### config.mk
export PLATFORM = sky130hd
export DESIGN_NAME = add_share_sched
export DESIGN_NICKNAME = d
export VERILOG_FILES = /design/src/rtl/add_share_sched.sv
export SDC_FILE = /design/constraint.sdc
export NUM_CORES = 1
export LEC_CHECK = 0
export ABC_AREA = 1
export CAP_MARGIN = 20
export CORE_AREA = 2 2 90 92
export DETAILED_ROUTE_END_ITERATION = 8
export DIE_AREA = 0 0 92 94
export PLACE_DENSITY = 0.84
export SYNTH_ARGS = -nofsm -noshare
export SYNTH_HDL_FRONTEND = slang
export SYNTH_SLANG_ARGS = --single-unit
### constraint.sdc
create_clock -name i_clk -period 3.4 [get_ports i_clk]
set_input_delay 0.51 -clock i_clk [delete_from_list [all_inputs] [get_ports i_clk]]
set_output_delay 0.51 -clock i_clk [all_outputs]
set_load 0.02 [all_outputs]
### src/rtl/add_share_sched.sv
// add_share_sched: round-robin time-sharing of one pipelined adder between
// N_REQ operand producers. Requester IDs ride a tag pipeline matched to the
// adder latency so every returned sum is labelled with its owner.
module add_share_sched #(
   parameter int N_REQ   = 4,
   parameter int ID_W    = 2,
   parameter int IN_W    = 12,
   parameter int OUT_W   = 13,
   parameter int ADD_LAT = 1
) (
   input  logic                    i_clk,
   input  logic                    i_rst,
   input  logic [N_REQ-1:0]        i_req_valid,
   input  logic [N_REQ*IN_W-1:0]   i_req_data_1,
   input  logic [N_REQ*IN_W-1:0]   i_req_data_2,
   output logic [N_REQ-1:0]        o_req_ready,
   output logic [IN_W-1:0]         o_add_data_1,
   output logic [IN_W-1:0]         o_add_data_2,
   input  logic [OUT_W-1:0]        i_add_result,
   output logic                    o_rsp_valid,
   output logic [ID_W-1:0]         o_rsp_id,
   output logic [OUT_W-1:0]        o_rsp_data,
   output logic                    o_busy,
   output logic [15:0]             o_issue_cnt
);

   // registered state
   logic [ID_W-1:0]                last_q, last_d;
   logic [ADD_LAT-1:0]             tag_vld_q, tag_vld_d;
   logic [ADD_LAT-1:0][ID_W-1:0]   tag_id_q, tag_id_d;
   logic                           rsp_valid_q, rsp_valid_d;
   logic [ID_W-1:0]                rsp_id_q, rsp_id_d;
   logic [OUT_W-1:0]               rsp_data_q, rsp_data_d;
   logic                           busy_q, busy_d;
   logic [15:0]                    issue_cnt_q, issue_cnt_d;

   // arbitration results
   logic                           grant_any;
   logic [ID_W-1:0]                grant_idx;
   logic [ID_W-1:0]                cand;

   // Round-robin search starting just after the last winner; nothing is granted in reset.
   always_comb begin
      grant_any = 1'b0;
      grant_idx = '0;
      cand      = '0;
      if (!i_rst) begin
         for (int off = 1; off <= N_REQ; off++) begin
            cand = ID_W'((int'(last_q) + off) % N_REQ);
            if (!grant_any && i_req_valid[cand]) begin
               grant_any = 1'b1;
               grant_idx = cand;
            end
         end
      end
   end

   // One-hot ready and operand mux; idle cycles feed zeros to the adder.
   always_comb begin
      o_req_ready  = '0;
      o_add_data_1 = '0;
      o_add_data_2 = '0;
      if (grant_any) begin
         o_req_ready  = N_REQ'(1) << grant_idx;
         o_add_data_1 = i_req_data_1[grant_idx*IN_W +: IN_W];
         o_add_data_2 = i_req_data_2[grant_idx*IN_W +: IN_W];
      end
   end

   // Next state: tag shift, response capture (ID/data hold on empty slots), busy, counter.
   always_comb begin
      tag_vld_d    = '0;
      tag_id_d     = '0;
      tag_vld_d[0] = grant_any;
      tag_id_d[0]  = grant_idx;
      for (int s = 1; s < ADD_LAT; s++) begin
         tag_vld_d[s] = tag_vld_q[s-1];
         tag_id_d[s]  = tag_id_q[s-1];
      end
      rsp_valid_d = tag_vld_q[ADD_LAT-1];
      rsp_id_d    = tag_vld_q[ADD_LAT-1] ? tag_id_q[ADD_LAT-1] : rsp_id_q;
      rsp_data_d  = tag_vld_q[ADD_LAT-1] ? i_add_result : rsp_data_q;
      busy_d      = |tag_vld_d;
      issue_cnt_d = issue_cnt_q + 16'(grant_any);
      last_d      = grant_any ? grant_idx : last_q;
   end

   // State update; reset drops everything in flight and re-arms requester 0 as first.
   always_ff @(posedge i_clk) begin
      if (i_rst) begin
         last_q      <= ID_W'(N_REQ - 1);
         tag_vld_q   <= '0;
         tag_id_q    <= '0;
         rsp_valid_q <= 1'b0;
         rsp_id_q    <= '0;
         rsp_data_q  <= '0;
         busy_q      <= 1'b0;
         issue_cnt_q <= '0;
      end else begin
         last_q      <= last_d;
         tag_vld_q   <= tag_vld_d;
         tag_id_q    <= tag_id_d;
         rsp_valid_q <= rsp_valid_d;
         rsp_id_q    <= rsp_id_d;
         rsp_data_q  <= rsp_data_d;
         busy_q      <= busy_d;
         issue_cnt_q <= issue_cnt_d;
      end
   end

   assign o_rsp_valid = rsp_valid_q;
   assign o_rsp_id    = rsp_id_q;
   assign o_rsp_data  = rsp_data_q;
   assign o_busy      = busy_q;
   assign o_issue_cnt = issue_cnt_q;

endmodule

* Word-level counts from Yosys, hierarchy flattened
Index checks and enable logic that the tools add are counted.
Storage, ports and cells: input port bits 115, register bits 37, output and inout bits 61, word-level logic and storage cells 50
Operators by class: magnitude comparators 4, $add $sub $neg 5, multipliers 1, reduce and logical (&&, ||, !) cells 6, shifts and indexed selects 3, multiplexer cells 24
Operators by type and width (number):
- variable part select 48 x 7 -> 12 bit | 2
- 2-to-1 mux 12 bit | 2
- adder 16 x 1 -> 16 bit | 1
- less-than comparator 2 x 3 -> 1 bit, second input constant | 4
- 2-to-1 mux 1 bit | 12
- 2-to-1 mux 2 bit | 5
- binary-select mux 1 bit (select 2 bit) | 4
- adder 2 x 1 -> 2 bit, second input constant | 2
- adder 2 bit, second input constant | 2
- multiplier 2 x 2 -> 4 bit, second input constant | 1
- 2-to-1 mux 4 bit | 1
- << shifter 1 x 2 -> 4 bit, first input constant | 1
- logical AND 1 bit | 3
- zero test 1 bit | 3

* Longest topological paths before layout
Gate-level depths: netlist (run 1).
depth after elaboration 20, mapped depth 21, depth with buffers taken out 21

* Worst setup path before layout (run 1)
OpenSTA, ideal clock, no wires.
path type input to register, from input port i_req_valid[1], to register issue_cnt_q[14] (netlist: o_issue_cnt[14]), setup time 0.119 ns, data required time 3.281 ns, stages on the path 20, arrival time 2.696 ns, path buffers 0, setup slack 0.585 ns, cell sequence inv_1 > nand2_1 > nand3_1 > nand2_2 > nor2_4 > nand2_2 > o21ai_4 > inv_2 > ha_1 > ha_1 > nand2_1 > inv_1 > nand4_1 > or2_2 > nor2_1 > nand2_1 > nor2_1 > nand4_1 > o21ai_0 > a21oi_1
On the way: cells in the longest elaborated chain, start to end 17, elaborated cells between the ends (all ways) 23, those cells by class add/sub (1); mux (16); reduce/logical (6)
Ends and longest elaborated chain:
- from (decl) | RTL line 13 | input logic [N_REQ-1:0] i_req_valid,
- binary-select mux 1 bit (select 2 bit) | RTL line 50 | if (!grant_any && i_req_valid[cand]) begin
- 2-to-1 mux 1 bit (not written as such) | RTL line 50
- 2-to-1 mux 1 bit | RTL line 50
- 2-to-1 mux 1 bit | RTL line 47 | if (!i_rst) begin
- zero test 1 bit | RTL line 50
- logical AND 1 bit | RTL line 50
- 2-to-1 mux 1 bit | RTL line 50
- 2-to-1 mux 1 bit | RTL line 47
- [... 2 more ...]
- 2-to-1 mux 1 bit | RTL line 50
- 2-to-1 mux 1 bit | RTL line 47
- zero test 1 bit | RTL line 50
- logical AND 1 bit | RTL line 50
- 2-to-1 mux 1 bit (*) | RTL line 50
- 2-to-1 mux 1 bit (*) | RTL line 47
- via busy_d | RTL line 34 | logic busy_q, busy_d;
- adder 16 x 1 -> 16 bit (*) | RTL line 84 | issue_cnt_d = issue_cnt_q + 16'(grant_any);
- to (signal assigned) | RTL line 107 | issue_cnt_q <= issue_cnt_d;
- to (decl) | RTL line 35 | logic [15:0] issue_cnt_q, issue_cnt_d;
The timed path passes the listed nets; every way through them passes the cells marked *. The select of a mux whose other input is x is not followed. A chain may end at the register's enable or synchronous reset.

* Worst setup path after layout (run 1)
from input port i_req_valid[3], to output port o_add_data_2[11]
On the way: cells in the longest elaborated chain, start to end 19, elaborated cells between the ends (all ways) 30, those cells by class mul (1); shift (1); mux (22); reduce/logical (6)
Ends and longest elaborated chain:
- binary-select mux 1 bit (select 2 bit) | RTL line 50
- 2-to-1 mux 1 bit (not written as such) | RTL line 50
- 2-to-1 mux 1 bit | RTL line 50
- 2-to-1 mux 1 bit | RTL line 47
- zero test 1 bit | RTL line 50
- logical AND 1 bit | RTL line 50
- 2-to-1 mux 1 bit | RTL line 50
- 2-to-1 mux 1 bit | RTL line 47
- [... 3 more ...]
- 2-to-1 mux 1 bit | RTL line 47
- zero test 1 bit | RTL line 50
- logical AND 1 bit | RTL line 50
- 2-to-1 mux 2 bit | RTL line 50
- 2-to-1 mux 2 bit | RTL line 47
- multiplier 2 x 2 -> 4 bit | RTL line 66 | o_add_data_2 = i_req_data_2[grant_idx*IN_W +: IN_W];
- variable part select 48 x 7 -> 12 bit | RTL line 66
- 2-to-1 mux 12 bit (*) | RTL line 63 | if (grant_any) begin
- to (decl) | RTL line 18 | output logic [IN_W-1:0] o_add_data_2,
Every way passes the cells marked *; elsewhere a longest branch is shown, timed or not. The select of a mux whose other input is x is not followed.

==> out/results.ini, run 1 <==
[status]
run_status = finished, final reports clean

[cells_and_area]
num_antenna_cells = 0
syn_to_final_growth_pct = 72.2
final_area_um2 = 4720
nFillCells = 698
final_core_util_pct = 62.1
ratio_of_cells_with_drive_above_1_in_the_final_layout_pct = 10.4
finish.net_count = 761

[synthesis]
synth.yosys.seq_area_share_pct = 27.0
asyncSetResetFlopFracSynth_pct = 0
yosys_most_used_dff = dfxtp_1
synth_seq_cells = 37
post_synth_net_total = 577
count_leader_synth = nand2_1
syn_area_um2 = 2740
synthDominantCellAreaShare_pct = 27.0
yosys_warnings = 0
netlist.top_cell.by_area = dfxtp_1
post_synth_inst_count = 459
synth.area.top_cells = dfxtp_1 27%, nand2_1 13%, inv_1 11%
synth.distinct_cells = 31
synth_area_per_cell_um2 = 5.98
synth_commonest_cells = 92 x nand2_1, 79 x inv_1, 52 x nand3_1
synth_enable_flop_cells = 0

[critical_path]
critPathMaxFanout = 35
worst_ep_required_time_ns = 2.89
worstSetupEndpointType = output port
setup.worst_path.class = input port to output port
crit_path_start_kind = input port
critPathArrivalTime_ns = 2.80

[die]
core_area_um2 = 7610
initial_core_util_pct = 36.1
fp-row-count = 32
die_height_um = 94
chipWidth_um = 92
dieArea_um2 = 8650
io-pin-count = 176

[sta]
final-setup-viol-count = 0
max_slew.worst_pin.slew_ns = 0.495
slew_viol_final = 0
final.period_utilization_pct = 97.4
maxSlewHeadroom_pct = 66.9
hold_violations = 0
min_cycle_time_layout_ns = 3.31
timing.hold.ws_ns = 0.453
fmax_ghz = 0.302
finClkSkew_ns = 0.00574

[worst_hold_path]
hold_class = flip-flop to flip-flop

[routing]
drc_errors = 0
iteration_0_drc_markers = 198
count_of_nets_left_with_antenna_violations_after_detail_routing = 0
number_of_vias_in_the_routed_layout = 3551
via_per_inst = 4.76
dr.pass1.iters = 6
totalWireLength_mm = 9.48
avgRoutedWirePerCell_um = 12.7

[placed_design]
placement.cell_area_um2 = 4680
hpwl_mm = 7.56
place_congestion = 0.847
placement.io_buffers = 175

[grt]
antenna_found_initial = 0
grt_start_max_net_pins = 36
grt_overflow_total = 0
grt_use_total_pct = 21.1
grt_pass1_wl_mm = 15.0
grt_pass1_vias = 3405

[pwr]
peakVddDrop_mv = 0.409
power.static_leakage_uw = 0.00232
power_density_nw_per_um2 = 713

[clock_network]
clock_insertion_delay_worst_skew_ns = 0.29
clock_tree.buffer_depth = 2
hold_buffers = 0
clock_root_cell = clkbuf_8
cts-buffers-inserted = 5
path_clk_slew_ns = 0.07
number_of_sinks_driven_by_the_clock_tree = 37
clock_tree.htree_level_count = 2
cts_tree = done

[job]
timing.max_cap.violations = 0

[per-layer routing]
layer  vias up  GRT usage (%)  wire length, um  part of all wire (%)
met2       158           40.4             4830                    51
met4         0           6.97              199                   2.1
met1      1573           22.1             3650                    38
met3        20           6.18              808                   8.5
li1       1800              -                -                     -
met5         -              0                0                     0
[worst max-delay path, stage by stage]
cell             delay, ns
clkdlybuf4s50_1       0.44
inv_1                 0.09
nand2_1               0.08
nand3_1               0.13
nand2_2               0.10
nor2_4                0.15
nand3_2               0.11
nand2_1               0.09
nand2_1               0.06
nand2_2               0.09
nand2_4               0.09
buf_12                0.19
nand2_1               0.07
nand3_1               0.06
a21oi_1               0.19
clkdlybuf4s15_1       0.32
[logic make-up after synthesis]
logic type | Yosys count | synth area share (%)
adders and majority gates | 3 | 1.37
AOI/OAI and AO/OA | 75 | 14.3
DFF | 37 | 27.0
and+or+nand+nor | 237 | 40.2
buffers and inverters | 106 | 16.8
xor gates and xnor gates | 1 | 0.319
[repair_timing]
action,4_1_cts,5_1_grt
gates resized for setup,24,37
pin swaps,0,1
setup buffers,1,0
setup endpoints to repair,24,29
[cells in the final DEF, fill, tap and decap left out, types with 22 or more instances in the layout]
master           count
o21ai_0             32
dfxtp_1             37
a21oi_1             34
nand3_1             52
inv_1               79
clkdlybuf4s50_1    147
nor2_1              45
buf_4               22
nand2_1             92
[final timing paths]
kind | start | endpoint | slack [ns] | cells past startpoint
max | i_req_valid[3] | o_add_data_2[11] | 0.09 | 16
min | tag_id_q[1]$_SDFF_PP0_ | o_rsp_id[1]$_SDFFE_PP0P_ | 0.45 | 2
max reg2reg | last_q[0]$_SDFFE_PP1P_ | o_issue_cnt[12]$_SDFF_PP0_ | 0.39 | 21
min reg2reg | tag_id_q[1]$_SDFF_PP0_ | o_rsp_id[1]$_SDFFE_PP0P_ | 0.45 | 2
[stage by stage]
stage | power [uW] | worst slack (ns) | TNS, ns | instances
after floorplan | 2200 | 0.585 | 0 | 459
after global placement | 3190 | -0.0349 | -0.0359 | 737
after detailed placement | 3250 | -0.160 | -2.72 | 737
after CTS | 3410 | 0.0381 | 0 | 746
after global routing | 3630 | -0.0410 | -0.420 | 746
final | 3370 | 0.0892 | 0 | 746
[layout make-up]
class | count | area (um2) | share of cell area, %
Timing Repair Buffer | 199 | 1900 | 40.2
Multi-Input combinational cell | 316 | 1550 | 32.9
Sequential cell | 37 | 741 | 15.7
Inverter | 84 | 318 | 6.73
Tap cell | 102 | 128 | 2.70
Clock buffer | 5 | 68.8 | 1.46
Clock inverter | 3 | 17.5 | 0.371
[registers in the layout, summed over array words and instances (netlist names)]
signal and count:
o_rsp_id 2, tag_id_q 2, o_issue_cnt 16, o_busy 1
o_rsp_valid 1, last_q 2, o_rsp_data 13
[report_power, final]
part,total [uW],switching [uW],internal (uW)
logic,2520,1520,995
clock network,294,152,141
registers,561,60.1,501
total,3370,1730,1640
Note: power is estimated with default switching activity, not from simulation.
==> inputs of run 2 (changes only) <==
--- a/config.mk
+++ b/config.mk
@@ -10,6 +10,7 @@
 export CORE_AREA = 2 2 90 92
 export DETAILED_ROUTE_END_ITERATION = 8
 export DIE_AREA = 0 0 92 94
+export GPL_TIMING_DRIVEN = 0
 export PLACE_DENSITY = 0.84
 export SYNTH_ARGS = -nofsm -noshare
 export SYNTH_HDL_FRONTEND = slang
==> run 2 against run 1 <==
Non-clock buffer count did not move. Register-to-register slack improved by 0.16 ns. First-iteration DRC count fell by 25%. Die area did not move. Fmax rose by 0.91%. Routed wire length rose by 4.0%. Total power barely moved. Clock skew fell by 0.0013 ns. Critical path type unchanged. Critical endpoint is now o_add_data_1[5]. Largest cell class unchanged.
==> out/results.ini, run 2 (synthesis results as in run 1) <==
[cells_and_area]
layout_common_cells = 147 x clkdlybuf4s50_1, 92 x nand2_1, 79 x inv_1, 52 x nand3_1, 45 x nor2_1
ratio_of_cells_with_drive_above_1_in_the_final_layout_pct = 9.33
nFillCells = 725
final_core_util_pct = 61.4
flip_flop_and_latch_area_um2 = 741
multi_input_logic_area_um2 = 1560
num_antenna_cells = 0
largest_register_ffs = 16
final_common_cell = clkdlybuf4s50_1
syn_to_final_growth_pct = 70.1
finish.net_count = 762

[sta]
slew_viol_final = 0
setup_tns_ns = 0
rsz_0062_raised_after_global_routing = no
hold_violations = 0
finClkSkew_ns = 0.00440
final-setup-viol-count = 0
max_slew.worst_pin.slew_ns = 0.505
final.period_utilization_pct = 96.5
fmax_ghz = 0.305
min_cycle_time_layout_ns = 3.28
maxSlewHeadroom_pct = 66.4

[grt]
grt_overflow_total = 0
grt_pass1_vias = 3590
grt_start_max_net_pins = 12
grt_use_total_pct = 22.2
grt_pass1_wl_mm = 15.7
antenna_found_initial = 0

[pwr]
clock_power_share_pct = 8.1
seq_power_share_pct = 16.2
switching_share_of_power_pct = 52.4
power.net_switching_uw = 1770
p_int_uw = 1600
power.static_leakage_uw = 0.00223
power_density_nw_per_um2 = 722
peakVddDrop_mv = 0.503
total_power_uw = 3370
pwr-share-comb_pct = 75.7

[routing]
number_of_vias_in_the_routed_layout = 3564
avgRoutedWirePerCell_um = 13.2
dr.pass1.iters = 4
drc_errors = 0
via_per_inst = 4.78
totalWireLength_mm = 9.86
count_of_nets_left_with_antenna_violations_after_detail_routing = 0
iteration_0_drc_markers = 148

[die]
chipWidth_um = 92
core_area_um2 = 7610
io-pin-count = 176
fp-row-count = 32
dieArea_um2 = 8650
die_height_um = 94
initial_core_util_pct = 36.1

[critical_path]
setup.worst_path.class = input port to output port
critPathMaxFanout = 10
worstSetupEndpointType = output port
worst_ep_required_time_ns = 2.89
crit_path_start_kind = input port
critPathArrivalTime_ns = 2.77
timing.critical_path.slowest_cell_delay_ns = 0.45
cp_slowest_cell = clkdlybuf4s50_1
crit_buf_inv = 6
critical-path-top-delay-family = buffers and inverters
crit_chain = clkdlybuf4s50_1 > inv_1 > nand2_1 > nand3_1 > nand2_2 > nor2_4 > nand2_2 > o21ai_2 > inv_2 > nand2_4 > inv_4 > nor2_8 > buf_6 > nand3_1 > nand2_1 > dlygate4sd2_1

[status]
run_status = finished, final reports clean

[placed_design]
hpwl_mm = 7.97
placement.io_buffers = 175
place_congestion = 0.957

[clock_network]
number_of_sinks_driven_by_the_clock_tree = 37
clock_root_cell = clkbuf_8
clock_tree.buffer_depth = 2
clock_insertion_delay_worst_skew_ns = 0.28
hold_buffers = 0
clock_tree.htree_level_count = 2
cts-buffers-inserted = 5
path_clk_slew_ns = 0.07
cts_tree = done

[worst_hold_path]
hold_class = flip-flop to flip-flop

[job]
timing.max_cap.violations = 0

## run 2: repair_timing
action	CTS	global route
setup endpoints to repair	29	24
hold endpoints to repair	0	0
cloned	0	1
gates resized for setup	30	39
pin swaps	0	1
buffers inserted	0	2
## run 2: final timing paths
| path | start | endpoint | slack (ns) | depth (start not counted) |
|---|---|---|---|---|
| setup / recovery | i_req_valid[3] | o_add_data_1[5] | 0.12 | 16 |
| hold / removal | tag_id_q[1]$_SDFF_PP0_ | o_rsp_id[1]$_SDFFE_PP0P_ | 0.46 | 2 |
| setup reg to reg | last_q[0]$_SDFFE_PP1P_ | o_issue_cnt[14]$_SDFF_PP0_ | 0.55 | 21 |
| hold reg to reg | tag_id_q[1]$_SDFF_PP0_ | o_rsp_id[1]$_SDFFE_PP0P_ | 0.46 | 2 |
## run 2: final cells by class
| class | instances | area share, % |
|---|---|---|
| Multi-Input combinational cell | 316 | 33.4 |
| Clock inverter | 1 | 0.107 |
| Clock buffer | 5 | 1.47 |
| Tap cell | 102 | 2.73 |
| Timing Repair inverter | 1 | 0.107 |
| Sequential cell | 37 | 15.9 |
| Timing Repair Buffer | 177 | 36.3 |
| Inverter | 84 | 6.92 |
| Buffer | 22 | 3.11 |
## run 2: stage by stage
| stage | setup WS, ns | cell area (um2) | hold slack, ns | std cells |
|---|---|---|---|---|
| after global placement | -0.197 | 4620 | 0.440 | 736 |
| after CTS | 0.0295 | 4670 | 0.460 | 742 |
| after global routing | 0.00451 | 4670 | 0.509 | 745 |
| final | 0.119 | 4670 | 0.459 | 745 |
| after floorplan | 0.585 | 2740 | 0.431 | 459 |
| after detailed placement | -0.343 | 4620 | 0.442 | 736 |
## run 2: power by group through the flow
stage          Combinational (uW)  Clock [uW]  Sequential (uW)
6_report                     2550         272              546
5_1_grt                      2770         297              555
4_1_cts                      2540         281              545
3_5_place_dp                 2710           0              555
3_3_place_gp                 2660           0              551
2_1_floorplan                1600           0              602
## run 2: tightest hold or removal path, delay by kind of cell, from the launching register on
family | cells | cell delay, ns
and+or+nand+nor | 2 | 0.12
DFF | 1 | 0.31
## run 2: metal layers
| layer | global-route usage [%] | wire length (um) | vias to the layer above |
|---|---|---|---|
| li1 | - | - | 1801 |
| met1 | 22.5 | 3770 | 1602 |
| met2 | 43.5 | 5080 | 145 |
| met3 | 6.18 | 841 | 16 |
| met4 | 7.34 | 172 | 0 |
| met5 | 0 | 0 | - |
